File: src/rtl/serial_subtractor.sv
// Bit-serial two's-complement subtractor: diff = a - b - bin over WIDTH cycles, LSB first.
// Optional signed-overflow output enabled by defining SERIAL_SUB_OVF_EN.
module serial_subtractor #(
  parameter int unsigned WIDTH = 8
) (
  input  logic             clk,
  input  logic             rst,
  input  logic             start,
  input  logic [WIDTH-1:0] a,
  input  logic [WIDTH-1:0] b,
  input  logic             bin,
  output logic             busy,
  output logic             done,
  output logic [WIDTH-1:0] diff,
  output logic             bout
`ifdef SERIAL_SUB_OVF_EN
  ,
  output logic             ovf
`endif
);

  localparam int unsigned    CW   = (WIDTH > 1) ? $clog2(WIDTH) : 1;
  localparam logic [CW-1:0]  LAST = CW'(WIDTH - 1);

  typedef enum logic [1:0] {
    IDLE,
    RUN,
    DONE
  } state_t;

  state_t           state_q, state_d;
  logic [WIDTH-1:0] sa_q, sb_q, sr_q, sr_d;
  logic [WIDTH-1:0] diff_q;
  logic [CW-1:0]    cnt_q;
  logic             br_q, br_d;
  logic             bout_q;
  logic             d_bit;
  logic             accept;
  logic             last_bit;
`ifdef SERIAL_SUB_OVF_EN
  logic             ovf_q;
`endif

  always_ff @(posedge clk) begin
    if (rst) state_q <= IDLE;
    else     state_q <= state_d;
  end

  always_comb begin
    state_d = state_q;
    unique case (state_q)
      IDLE:    if (start) state_d = RUN;
      RUN:     if (last_bit) state_d = DONE;
      DONE:    state_d = start ? RUN : IDLE;
      default: state_d = IDLE;
    endcase
  end

  always_comb begin
    busy     = (state_q == RUN);
    done     = (state_q == DONE);
    accept   = start && (state_q != RUN);
    last_bit = (state_q == RUN) && (cnt_q == LAST);
  end

  // Single full-subtractor cell on the current LSBs.
  always_comb begin
    d_bit = sa_q[0] ^ sb_q[0] ^ br_q;
    br_d  = (~sa_q[0] & sb_q[0]) | (~(sa_q[0] ^ sb_q[0]) & br_q);
    sr_d  = {d_bit, sr_q[WIDTH-1:1]};
  end

  always_ff @(posedge clk) begin
    if (rst) begin
      sa_q   <= '0;
      sb_q   <= '0;
      sr_q   <= '0;
      br_q   <= 1'b0;
      cnt_q  <= '0;
      diff_q <= '0;
      bout_q <= 1'b0;
`ifdef SERIAL_SUB_OVF_EN
      ovf_q  <= 1'b0;
`endif
    end else if (accept) begin
      sa_q  <= a;
      sb_q  <= b;
      br_q  <= bin;
      cnt_q <= '0;
    end else if (state_q == RUN) begin
      sa_q  <= sa_q >> 1;
      sb_q  <= sb_q >> 1;
      sr_q  <= sr_d;
      br_q  <= br_d;
      cnt_q <= cnt_q + 1'b1;
      if (last_bit) begin
        diff_q <= sr_d;
        bout_q <= br_d;
`ifdef SERIAL_SUB_OVF_EN
        // br_q here is the borrow into the MSB; br_d is the borrow out of it.
        ovf_q  <= br_q ^ br_d;
`endif
      end
    end
  end

  assign diff = diff_q;
  assign bout = bout_q;
`ifdef SERIAL_SUB_OVF_EN
  assign ovf  = ovf_q;
`endif

endmodule
File: config.mk
export PLATFORM = sky130hd
export DESIGN_NAME = serial_subtractor
export DESIGN_NICKNAME = d
export VERILOG_FILES = /design/src/rtl/serial_subtractor.sv
export SDC_FILE = /design/constraint.sdc
export NUM_CORES = 1
export LEC_CHECK = 0
export BUFFER_PORTS_ARGS = -buffer_cell sky130_fd_sc_hd__buf_2
export CAP_MARGIN = 10
export CORE_UTILIZATION = 45
export DETAILED_ROUTE_END_ITERATION = 6
export GPL_TIMING_DRIVEN = 1
export PLACE_DENSITY_LB_ADDON = 0.12
export SLEW_MARGIN = 20
export SYNTH_ARGS = -nofsm -noshare
export SYNTH_HDL_FRONTEND = slang
export SYNTH_SLANG_ARGS = --single-unit
File: constraint.sdc
create_clock -name clk -period 1.6 [get_ports clk]
set_input_delay 0.24 -clock clk [delete_from_list [all_inputs] [get_ports clk]]
set_output_delay 0.24 -clock clk [all_outputs]
set_load 0.05 [all_outputs]
# Word-level counts from Yosys, hierarchy flattened
# Cells that the tools add are included.
# Widths: inputs -> output; s select.
# word_totals
in_bits	20
register_bits	39
word_cells	41
# classes
n_reduce_logical	8
bitwise	8
n_mux	10
n_eq_ne	6
addsub	1
# ops
op	count
$mux 8	4
$pmux 2 s3	1
$mux 2	2
$ne 2x1->1 const B	2
$reduce_and 2->1	2
$add 3x1->3 const B	1
$eq 3x3->1 const B	1
$mux 1	3
$not 1->1	3
$reduce_and 3->1	1
$and 1x1->1	2
$eq 2x1->1 const B	1
$eq 2x2->1 const B	1
$logic_and 1x1->1	2
$logic_not 2->1	1
$ne 2x2->1 const B	1
$reduce_bool 2->1	1
$reduce_or 2->1	1
$xor 1x1->1	2
$or 1x1->1	1

# Longest topological paths before layout
# depth
word_depth	6
depth_mapped	6
mapped_depth_nobuf	5

# Least setup slack after synthesis
# No wires, ideal clock.
# synth_timing
kind	reg2out
from	register state_q[1]
to	output port done
t_arrival_ps	1037
t_required_ps	1360
slack_ps	323
path_buffers	0
stages_incl_launch_ff	2
path_cell_list	dfxtp_1 nor2b_1
# synth_between
elab_chain_len	1
# synth_rtl
item	line	text
from (decl)	31	state_t state_q, state_d;
from (signal assigned)	46	else state_q <= state_d;
$eq 2x2->1	61	done = (state_q == DONE);
to (decl)	13	output logic done,
# Every way passes these cells.

# Worst setup path after layout
# layout_timing
from	register state_q[1]
to	output port busy
# layout_between
elab_chain_len	1
# layout_rtl
item	line	text
$eq 2x1->1	60	busy = (state_q == RUN);
to (decl)	12	output logic busy,
# Every way passes these cells.

==> key figures <==
Worst setup path
  – Crit path required time: about 1.4 ns
  – Worst-path cell chain: nand2b_1 -> inv_2 -> buf_2
  – Crit-path leading delay family: buffers and inverters
  – Arrival @ worst endpoint: between 1 and 1.5 ns
  – Highest fanout seen on the critical path: 4
  – Highest cell delay on the worst timing path: 0.34 ns
  – Setup CP Type: flip-flop to primary output
  – Critical path buffer and inverter count: 2
  – Capturing element type of the critical path: primary output
  – Crit path max-delay cell type: sky130_fd_sc_hd__dfxtp_1
  – Kind of start point of the critical path: flip-flop

Floorplan
  – Site row count: 20
  – Die Wd: 60.6 µm
  – Effective utilization at floorplan: 0.490
  – # IOs: 31
  – Vertical die dimension: 60.6 µm
  – Floorplan core area: 3150 µm²
  – Overall die area: 3670 µm²

Flow run
  – Number of max-capacitance violations reported: 0

Routing
  – Routed wire length per instance: between 10 and 15 µm
  – Post-detailed-route count of antenna-violating nets: 0
  – Post-Route WL: 3000 µm
  – First-pass iteration count of the detailed router: 4
  – Total number of vias: ~1.2k
  – Detailed-route vias per instance: slightly below 5
  – # DRC: 0
  – Violation count after the first detailed-route iteration: between 60 and 70

Yosys
  – Flip-flop and latch count after synthesis: 38
  – Most frequently used flop master after synthesis: sky130_fd_sc_hd__dfxtp_1
  – Post-Syn Area: around 1500 µm²
  – Combinational family with the most area after synthesis: simple AND/OR/NAND/NOR gates
  – Area share of and/or/nand/nor cells after synthesis: 0.165
  – Adder-Cell Fraction of Synth Area: 0.0291
  – Sequential area share after synthesis: 0.492
  – Area fraction in compound gates after synthesis: 0.151
  – Biggest area contributors in the synthesized netlist: sky130_fd_sc_hd__dfxtp_1 (49%), sky130_fd_sc_hd__mux2i_1 (10%), sky130_fd_sc_hd__nand2_1 (8.0%)
  – Dominant cell type by area after synthesis: sky130_fd_sc_hd__dfxtp_1
  – Yosys warns: 0
  – Area share of the largest cell type after synthesis: 0.492
  – Count of different cell masters after synthesis: 23
  – Number of enable-type register cells in the synthesized netlist: 0
  – Synth async-reset ratio: 0
  – Fraction of synthesized area in multiplexers: 0.104
  – Syn Nets: 193
  – Synthesized area divided by synthesized cell count: 9.09 µm²
  – Post-synthesis share of cell area spent on xor and xnor gates: 0
  – Post-Syn Instances: between 150 and 200

Finish
  – Utilization after layout: 0.562
  – Final non-filler cell total: roughly 240
  – Count of inserted antenna diode cells: 0
  – Post-synthesis to final-layout area growth: 14.7%
  – Final net count: around 220
  – Share of post-route cells with drive strength above 1: 0.220
  – Total of fill cells in the finished design: between 300 and 400

Clocking
  – Post-CTS Setup Repair Bufs: 0
  – Clock latency on the worst-skew pair: around 0.35 ns
  – Root Buffer: sky130_fd_sc_hd__clkbuf_4
  – Worst-case clock buffer depth: 2
  – CTS tree: done
  – Clock edge transition at the registers on the reported setup and hold paths: roughly 0.11 ns
  – CTS buffer count: 5
  – Clock net sink count: 38
  – Number of buffers inserted by hold repair at cts: 0
  – Resized Gates After CTS: 0
  – Number of H-tree levels: 2

Pwr
  – Total leakage power: around 0.00076 µW
  – Power per unit of standard cell area: a little under 1000 nW/µm²
  – Worst IR Drop VDD: roughly 0.43 mV

GRT
  – Total track usage: 0.201
  – Number of antenna violations at the first check in global routing: 0
  – Vias in the first global route: approximately 1.2k
  – Wire length of the first global-routing pass: 5270 µm
  – Aggregate global routing overflow: 0
  – Maximum number of pins on one net before global-route repair: 39

Timing
  – Max transition margin: 0.632
  – Max Freq: 677 MHz
  – Part of the cycle the worst path needs: 0.923
  – Final count of negative-setup-slack endpoints: 0
  – Final Hold Vio Count: 0
  – Unrepaired setup endpoints after global routing: false
  – Total Neg Setup Slack: 0 ns
  – Largest clock skew in the final design: 0.00965 ns
  – Measured slew at the worst slew-check pin: between 0.5 and 0.6 ns
  – Minimum clock period after layout: about 1.5 ns
  – Max-slew violation count: 0

Place
  – Final RePlAce weighted congestion: around 0.7
  – Total instance count after detailed placement: about 240
  – Number of input and output port buffers inserted: 30
  – HPWL after detailed placement: roughly 2100 µm

Worst hold path
  – Tightest Hold Check Type: input pin to flip-flop

Status
  – Run status: finished clean
Yosys cell counts (2+ instances only):
cell and n:
sky130_fd_sc_hd__inv_1 3, sky130_fd_sc_hd__ha_1 2, sky130_fd_sc_hd__dfxtp_1 38, sky130_fd_sc_hd__nand2b_1 2
sky130_fd_sc_hd__buf_4 3, sky130_fd_sc_hd__buf_2 6, sky130_fd_sc_hd__a211oi_1 15, sky130_fd_sc_hd__nor3_1 2
sky130_fd_sc_hd__nor2_1 17, sky130_fd_sc_hd__nand3b_1 4, sky130_fd_sc_hd__buf_1 2, sky130_fd_sc_hd__mux2i_1 16
sky130_fd_sc_hd__nand2_1 33, sky130_fd_sc_hd__a21oi_1 18
sequential cells by signal (all words and copies together) (netlist names):
| signal | count |
|---|---|
| sb_q | 8 |
| sa_q | 8 |
| diff | 8 |
| cnt_q | 3 |
| state_q | 2 |
| bout | 1 |
| br_q | 1 |
| sr_q | 7 |
worst register-to-register path: cells and delay by family (launching register included):
kind            cells  cell delay, ns
compound gates      1            0.22
simple gates        2            0.45
fa+ha+maj           2            0.34
flops               1            0.37
per-layer routing:
metal | vias to the layer above | global-route usage | wire [µm]
li1 | 635 | - | -
met1 | 540 | 0.233 | 1430
met2 | 22 | 0.334 | 1400
met3 | 6 | 0.0597 | 109
met4 | 0 | 0.107 | 61
met5 | - | 0 | 0
kinds of logic after synthesis:
| logic type | count (synthesis) |
|---|---|
| multiplexers | 16 |
| AND/OR/NAND/NOR | 60 |
| adder cells (fa/ha/maj) | 3 |
| AO/OA/AOI/OAI | 36 |
| buffers and inverters | 17 |
| flip-flops | 38 |
power breakdown:
group	switching, µW	internal (µW)	leakage [µW]	total (µW)
Sequential	29.2	993	0.000311	1020
Clock	310	213	0.0000353	523
Combinational	119	92.1	0.000418	211
stage by stage:
stage               cell area, µm²  setup slack [ns]  power [µW]  hold slack, ns
finish                        1770             0.123        1760           0.170
global route                  1770            0.0270        1860           0.169
CTS                           1770             0.103        1780           0.173
detailed placement            1710             0.166        1260           0.446
global placement              1710             0.270        1250           0.441
floorplan                     1550             0.323        1200           0.401
cells in the final DEF, fill, tap and decap left out, types with 3 or more instances in the layout:
cell and instances:
sky130_fd_sc_hd__buf_2 30, sky130_fd_sc_hd__mux2i_1 16, sky130_fd_sc_hd__buf_4 5, sky130_fd_sc_hd__inv_1 3
sky130_fd_sc_hd__nor2_1 17, sky130_fd_sc_hd__a21oi_1 18, sky130_fd_sc_hd__clkbuf_4 5, sky130_fd_sc_hd__nand2_1 33
sky130_fd_sc_hd__dfxtp_1 38, sky130_fd_sc_hd__a211oi_1 15, sky130_fd_sc_hd__nand3b_1 4
cell type report:
cell class	count	area [µm²]	share of cell area
well taps	44	55.1	0.0311
clock buffers	7	55.1	0.0311
inverters	4	15.0	0.00847
multi-input cells	115	694	0.392
flip-flops and latches	38	761	0.429
repair buffers	35	188	0.106
clock inverters	1	5.00	0.00282
worst paths after layout:
kind                                 from              endpoint  slack [ns]  cells after the start
hold / removal                        bin     br_q$_SDFFE_PP0P_        0.17                      3
setup reg to reg    cnt_q[0]$_SDFFE_PP0N_     bout$_SDFFE_PP0P_        0.14                      5
setup / recovery  state_q[1]$_SDFFE_PP0P_                  busy        0.12                      3
hold reg to reg      diff[0]$_SDFFE_PP0P_  diff[0]$_SDFFE_PP0P_        0.46                      2
Note: power is estimated with default switching activity, not from simulation.
